$ cat src/rtl/mm_pkg.sv
// Shared matrix-multiply engine definitions: widths common to the vector-sum
// stage and the row collector, plus a constant-safe clog2.
package mm_pkg;

  localparam int N_COLS_DEF = 5;
  localparam int W_S_DEF    = 9;
  localparam int ROW_BANKS  = 2;

  function automatic int clog2(input int v);
    int r;
    r = 0;
    while ((1 << r) < v) r++;
    return r;
  endfunction

endpackage

$ cat src/rtl/dot_row_collector_if.sv
// Sum capture and row drain bus between vector-sum stage, collector and
// result writer.
interface dot_row_collector_if
  import mm_pkg::*;
#(
  parameter int N_COLS = N_COLS_DEF,
  parameter int W_s    = W_S_DEF
);
  logic [W_s-1:0]        sum;
  logic                  readEn;
  logic [N_COLS*W_s-1:0] row;
  logic                  row_valid;
  logic                  row_ready;

  modport master (output sum, readEn, row_ready, input row, row_valid);
  modport slave  (input sum, readEn, row_ready, output row, row_valid);
endinterface

$ cat src/rtl/dot_row_collector_row_bank.sv
// One row buffer bank: N_COLS slots of W_s bits, slot 0 packed into the MS
// slice of the read-out.
module row_bank
  import mm_pkg::*;
#(
  parameter int N_COLS = N_COLS_DEF,
  parameter int W_s    = W_S_DEF
) (
  input  logic                       clk_i,
  input  logic                       rst_ni,
  input  logic                       we_i,
  input  logic [clog2(N_COLS)-1:0]   slot_i,
  input  logic [W_s-1:0]             din_i,
  output logic [N_COLS*W_s-1:0]      row_o
);
  localparam int SW = clog2(N_COLS);

  logic [N_COLS-1:0][W_s-1:0] slots_q;

  // Slot s lives at packed index N_COLS-1-s so the array is already the row.
  always_ff @(posedge clk_i or negedge rst_ni) begin
    if (!rst_ni) begin
      slots_q <= '0;
    end else if (we_i) begin
      for (int s = 0; s < N_COLS; s++)
        if (slot_i == SW'(s)) slots_q[N_COLS-1-s] <= din_i;
    end
  end

  assign row_o = slots_q;
endmodule

$ cat src/rtl/dot_row_collector.sv
// Packs N_COLS consecutive dot-product sums into rows, ping-ponged across two
// banks and drained over a valid/ready handshake.
module dot_row_collector
  import mm_pkg::*;
#(
  parameter int N_COLS = N_COLS_DEF,
  parameter int W_s    = W_S_DEF
) (
  input  logic                      Clock,
  input  logic                      Reset_n,
  input  logic                      Clear,
  dot_row_collector_if.slave        bus,
  output logic                      overflow,
  output logic [clog2(N_COLS)-1:0]  col_idx
);
  localparam int CW = clog2(N_COLS);

  logic [CW-1:0] col_q, col_d;
  logic          wr_ptr_q, rd_ptr_q;
  logic [1:0]    count_q, count_d;
  logic          ovf_q;
  logic          cap, drop, last, drain;

  logic [ROW_BANKS-1:0][N_COLS*W_s-1:0] bank_row;

  // Fullness is judged on pre-edge count, so a same-edge drain cannot rescue
  // an arrival; Clear suppresses both capture and drop.
  assign cap   = bus.readEn && !Clear && (count_q != 2'd2);
  assign drop  = bus.readEn && !Clear && (count_q == 2'd2);
  assign last  = cap && (col_q == CW'(N_COLS-1));
  assign drain = (count_q != 2'd0) && bus.row_ready;

  always_comb begin
    col_d   = col_q;
    if (Clear)     col_d = '0;
    else if (last) col_d = '0;
    else if (cap)  col_d = col_q + CW'(1);
    count_d = count_q + {1'b0, last} - {1'b0, drain};
  end

  always_ff @(posedge Clock or negedge Reset_n) begin
    if (!Reset_n) begin
      col_q    <= '0;
      wr_ptr_q <= 1'b0;
      rd_ptr_q <= 1'b0;
      count_q  <= 2'd0;
      ovf_q    <= 1'b0;
    end else begin
      col_q   <= col_d;
      count_q <= count_d;
      if (last)  wr_ptr_q <= ~wr_ptr_q;
      if (drain) rd_ptr_q <= ~rd_ptr_q;
      if (drop)  ovf_q    <= 1'b1;
    end
  end

  for (genvar b = 0; b < ROW_BANKS; b++) begin : g_bank
    row_bank #(.N_COLS(N_COLS), .W_s(W_s)) u_bank (
      .clk_i  (Clock),
      .rst_ni (Reset_n),
      .we_i   (cap && (wr_ptr_q == 1'(b))),
      .slot_i (col_q),
      .din_i  (bus.sum),
      .row_o  (bank_row[b])
    );
  end

  assign bus.row       = bank_row[rd_ptr_q];
  assign bus.row_valid = (count_q != 2'd0);
  assign overflow      = ovf_q;
  assign col_idx       = col_q;
endmodule

$ cat src/flat_wrapper.sv
// flat-port wrapper written by rule: the top's interface ports become plain ports
module dot_row_collector_flat import mm_pkg::*;
#(
  parameter int N_COLS = N_COLS_DEF,
  parameter int W_s    = W_S_DEF
)
  (Clock, Reset_n, Clear, overflow, col_idx, bus_sum, bus_readEn, bus_row_ready, bus_row, bus_row_valid);
  dot_row_collector_if #(.N_COLS(N_COLS), .W_s(W_s)) bus_i ();
  input  logic Clock;
  input  logic Reset_n;
  input  logic Clear;
  output logic overflow;
  output logic [clog2(N_COLS)-1:0] col_idx;
  input wire logic [$bits(bus_i.sum)-1:0] bus_sum;
  input wire logic [$bits(bus_i.readEn)-1:0] bus_readEn;
  input wire logic [$bits(bus_i.row_ready)-1:0] bus_row_ready;
  output wire logic [$bits(bus_i.row)-1:0] bus_row;
  output wire logic [$bits(bus_i.row_valid)-1:0] bus_row_valid;
  assign bus_i.sum = bus_sum;
  assign bus_i.readEn = bus_readEn;
  assign bus_i.row_ready = bus_row_ready;
  assign bus_row = bus_i.row;
  assign bus_row_valid = bus_i.row_valid;
  dot_row_collector #(.N_COLS(N_COLS), .W_s(W_s)) u_core (.Clock(Clock), .Reset_n(Reset_n), .Clear(Clear), .bus(bus_i), .overflow(overflow), .col_idx(col_idx));
endmodule
$ cat config.mk
export PLATFORM = sky130hd
export DESIGN_NAME = dot_row_collector_flat
export DESIGN_NICKNAME = d
export VERILOG_FILES = /design/src/rtl/mm_pkg.sv /design/src/rtl/dot_row_collector_if.sv /design/src/rtl/dot_row_collector_row_bank.sv /design/src/rtl/dot_row_collector.sv /design/src/flat_wrapper.sv
export SDC_FILE = /design/constraint.sdc
export NUM_CORES = 1
export LEC_CHECK = 0
export CAP_MARGIN = 25
export CELL_PAD_IN_SITES_DETAIL_PLACEMENT = 1
export CELL_PAD_IN_SITES_GLOBAL_PLACEMENT = 2
export CORE_ASPECT_RATIO = 0.5
export CORE_MARGIN = 2
export CORE_UTILIZATION = 35
export DETAILED_ROUTE_END_ITERATION = 7
export GPL_ROUTABILITY_DRIVEN = 0
export PLACE_DENSITY_LB_ADDON = 0.3
export SLEW_MARGIN = 10
export SYNTH_ARGS = -nofsm -noshare
export SYNTH_HDL_FRONTEND = slang
export SYNTH_HIERARCHICAL = 1
export SYNTH_SLANG_ARGS = --single-unit
export TNS_END_PERCENT = 10
$ cat constraint.sdc
create_clock -name Clock -period 3 [get_ports Clock]
set_input_delay 0.6 -clock Clock [delete_from_list [all_inputs] [get_ports Clock]]
set_output_delay 0.6 -clock Clock [all_outputs]
set_load 0.05 [all_outputs]
==> metrics.yaml <==
yosys:
  seq_area_frac_synth_pct: 54.70
  synthesis.nets: 306
  synth.avg_cell_area_um2: 15.57
  synthCells: 288
  async_flop_share_pct: 100.0
  yosys_warnings: 6
  synthMuxAreaShare_pct: 34.66
  synth_edf_count: 0
  ys.flop_type: "dfrtp_1"
  synth-seq-cells: 98
  synth_compound_area_share_pct: 0.8931
  synth_cell_types: 30
  synthSimpleGateAreaFrac_pct: 5.498
  synth_xor_area_share_pct: 0.7815
  yosys.area_share.adder_pct: 1.116
  synth_top_family_by_area: "multiplexers"
  syn-cell-area_um2: 4483
cts:
  cts_setup_buffers: 0
  postCtsHoldBufs: 0
  htreeDepth: 3
  cts_num_sinks: 98
  post_cts_resized: 0
  clk_pin_slew_worst_paths_ps: 70
  clock_latency_ps: 340
  cts_tree: "done"
  cts_buffers: 9
  clock-root-buffer: "clkbuf_16"
  cts_buffer_depth: 2
finish:
  drive_gt1_share_pct: 53.68
  regArea_um2: 2454
  nets: 380
  fin_cells: 537
  multi_input_area_um2: 1926
  syn2layout_area_growth_pct: 24.06
  antennaDiodeCount: 0
  nFillCells: 1242
power:
  internal-power_uw: 3378
  pwr-share-clk_pct: 20.5
  ir_drop_mv: 0.4872
  total_leakage_power_uw: 0.002627
  power.density_nw_per_um2: 1001
  power.switching_uw: 2192
  switching_share_pct: 39.36
  combPwrFrac_pct: 44.9
  p_seq_share_pct: 34.6
job:
  drv_cap: 0
timing:
  max_freq_mhz: 355.1
  fin_crit_ps: 2816
  setup_violations: 0
  drv_slew: 0
  rsz0062_at_grt: "no"
  maxSlewHeadroom_pct: 49.09
  whs_ps: 304.3
  hold_viol_final: 0
  worst_slew_pin_slew_ps: 763.6
  worst_clock_skew_ps: 5.209
  setup_tns_ps: 0
  fin_crit_sh_pct: 93.88
route:
  routed_via_density: 4.894
  vias: 2628
  drc: 0
  routed_wl_um: 10680
  drt_iter0_drc: 105
  wl_per_cell_um: 19.89
  antenna_left: 0
  drt_first_pass_iters: 4
grt:
  grt.overflow.total: 0
  grt_pass1_vias: 2955
  grt_max_degree: 60
  grt_usage_pct: 16.78
  grt_antenna_before_repair: 0
  grt_pass1_wl_um: 17050
status:
  status: "completed"
placed_design:
  port_buffers: 63
  dpl.hpwl_um: 7155
  place_inst: 521
worst_setup_path:
  cp_slowest_stage_delay_ps: 700
  cp.required_ps: 2400
  reg2regPathDepth: 10
  arrival_ps: 2220
  critPathLaunchType: "register"
  cp-end-kind: "output pin"
  r2r-end: "u_core/count_q[1]"
  worst-path-max-fanout: 12
  reg2reg_from: "u_core/col_idx[0]"
  criticalPathCategory: "reg -> out"
  path_cells: "buf_4, mux2_2, clkdlybuf4s50_1"
  r2r_slack_ps: 830
  critical_path.slowest_cell: "clkdlybuf4s50_1"
floorplan:
  core_um2: 12590
  dieWidth_um: 164.1
  initial_core_util_pct: 35.61
  rows: 29
  ios: 64
  die-area_um2: 13780
  die_h_um: 84.03
hold_path:
  hold_class: "in -> async"
-- cell usage in the layout (no fill, tap or decap), types with 2 or more instances in the layout --
cell,Yosys,layout
mux2_2,126,126
nand4b_2,2,2
a21oi_1,3,3
o21ai_0,2,2
xnor2_1,2,2
nor4bb_1,2,2
inv_1,5,5
and4bb_2,4,4
dfrtp_1,98,97
mux2_4,9,9
ha_1,4,4
clkbuf_16,0,9
clkbuf_1,0,3
xor2_1,2,2
nor2_1,2,2
nor4b_4,2,2
clkdlybuf4s50_1,0,38
buf_4,0,35
-- sequential cells by signal, summed over array words and instances (netlist names) --
signal and flops:
u_core/g_bank.u_bank/row_o 90, u_core/col_idx 3, u_core/count_q 2, u_core/overflow 1, u_core/rd_ptr_q 1, u_core/wr_ptr_q 1
-- metrics by stage --
step                      setup slack, ps  total power (µW)  instance area [µm²]  utilization [%]
after floorplan                     810.2              3760                 4483                -
after global placement              349.3              4383                 5274            41.89
after detailed placement            285.9              4467                 5274            41.89
after CTS                           155.6              5649                 5562            44.17
after global routing                91.19              5846                 5562            44.17
final                               183.7              5570                 5562            44.17
-- cell usage after synthesis (all sizes together) (3+ instances only) --
cell type  count  area share, %
a21oi          3           0.33
and4bb         4            1.1
buf           11            1.9
dfrtp         98             55
ha             4            1.1
inv            5           0.42
mux2         135             35
nand4b         3           0.87
-- cells by family after synthesis --
| group | count (synthesis) |
|---|---|
| simple gates | 24 |
| buf+inv | 16 |
| flops | 98 |
| fa+ha+maj | 4 |
| xor+xnor | 4 |
| compound gates | 7 |
| mux | 135 |
-- cell type report --
cell class / count / share of cell area, %
sequential: 98 / 44.12
clock inverter: 4 / 0.9224
timing repair buffer: 74 / 11.92
tap: 170 / 3.825
inverter: 5 / 0.3375
clock buffer: 12 / 4.252
multi-input combinational: 174 / 34.62
-- power by group through the flow --
stage / combinational, µW / clock [µW] / sequential [µW]
floorplan: 1880 / 0 / 1880
global placement: 2470 / 0 / 1910
detailed placement: 2520 / 0 / 1950
CTS: 2530 / 1180 / 1930
global route: 2630 / 1240 / 1980
finish: 2500 / 1140 / 1930
-- worst max path at each step --
stage	start	to	slack, ps
floorplan	u_core/col_idx[0]	u_core/count_q[1]	810
global placement	Clear	u_core/g_bank[0].u_bank/row_o[21]	350
detailed placement	Clear	u_core/g_bank[1].u_bank/row_o[21]	290
CTS	u_core/rd_ptr_q	bus_row[14]	160
global route	u_core/rd_ptr_q	bus_row[14]	90
finish	u_core/rd_ptr_q	bus_row[12]	180
-- critical path, delay by kind of cell, from the launching register on --
family / cells / cell delay [ps]
multiplexers: 1 / 360
buffers and inverters: 2 / 970
flip-flops: 1 / 530
-- routing by layer --
layer	global-route usage (%)	vias up	share of wire, %
li1	-	1184	-
met1	21.69	1402	46
met2	27.88	32	50
met3	4.918	10	3.1
met4	3.828	0	0.94
met5	0	-	0
No activity file was read; power rests on OpenSTA's default activity.
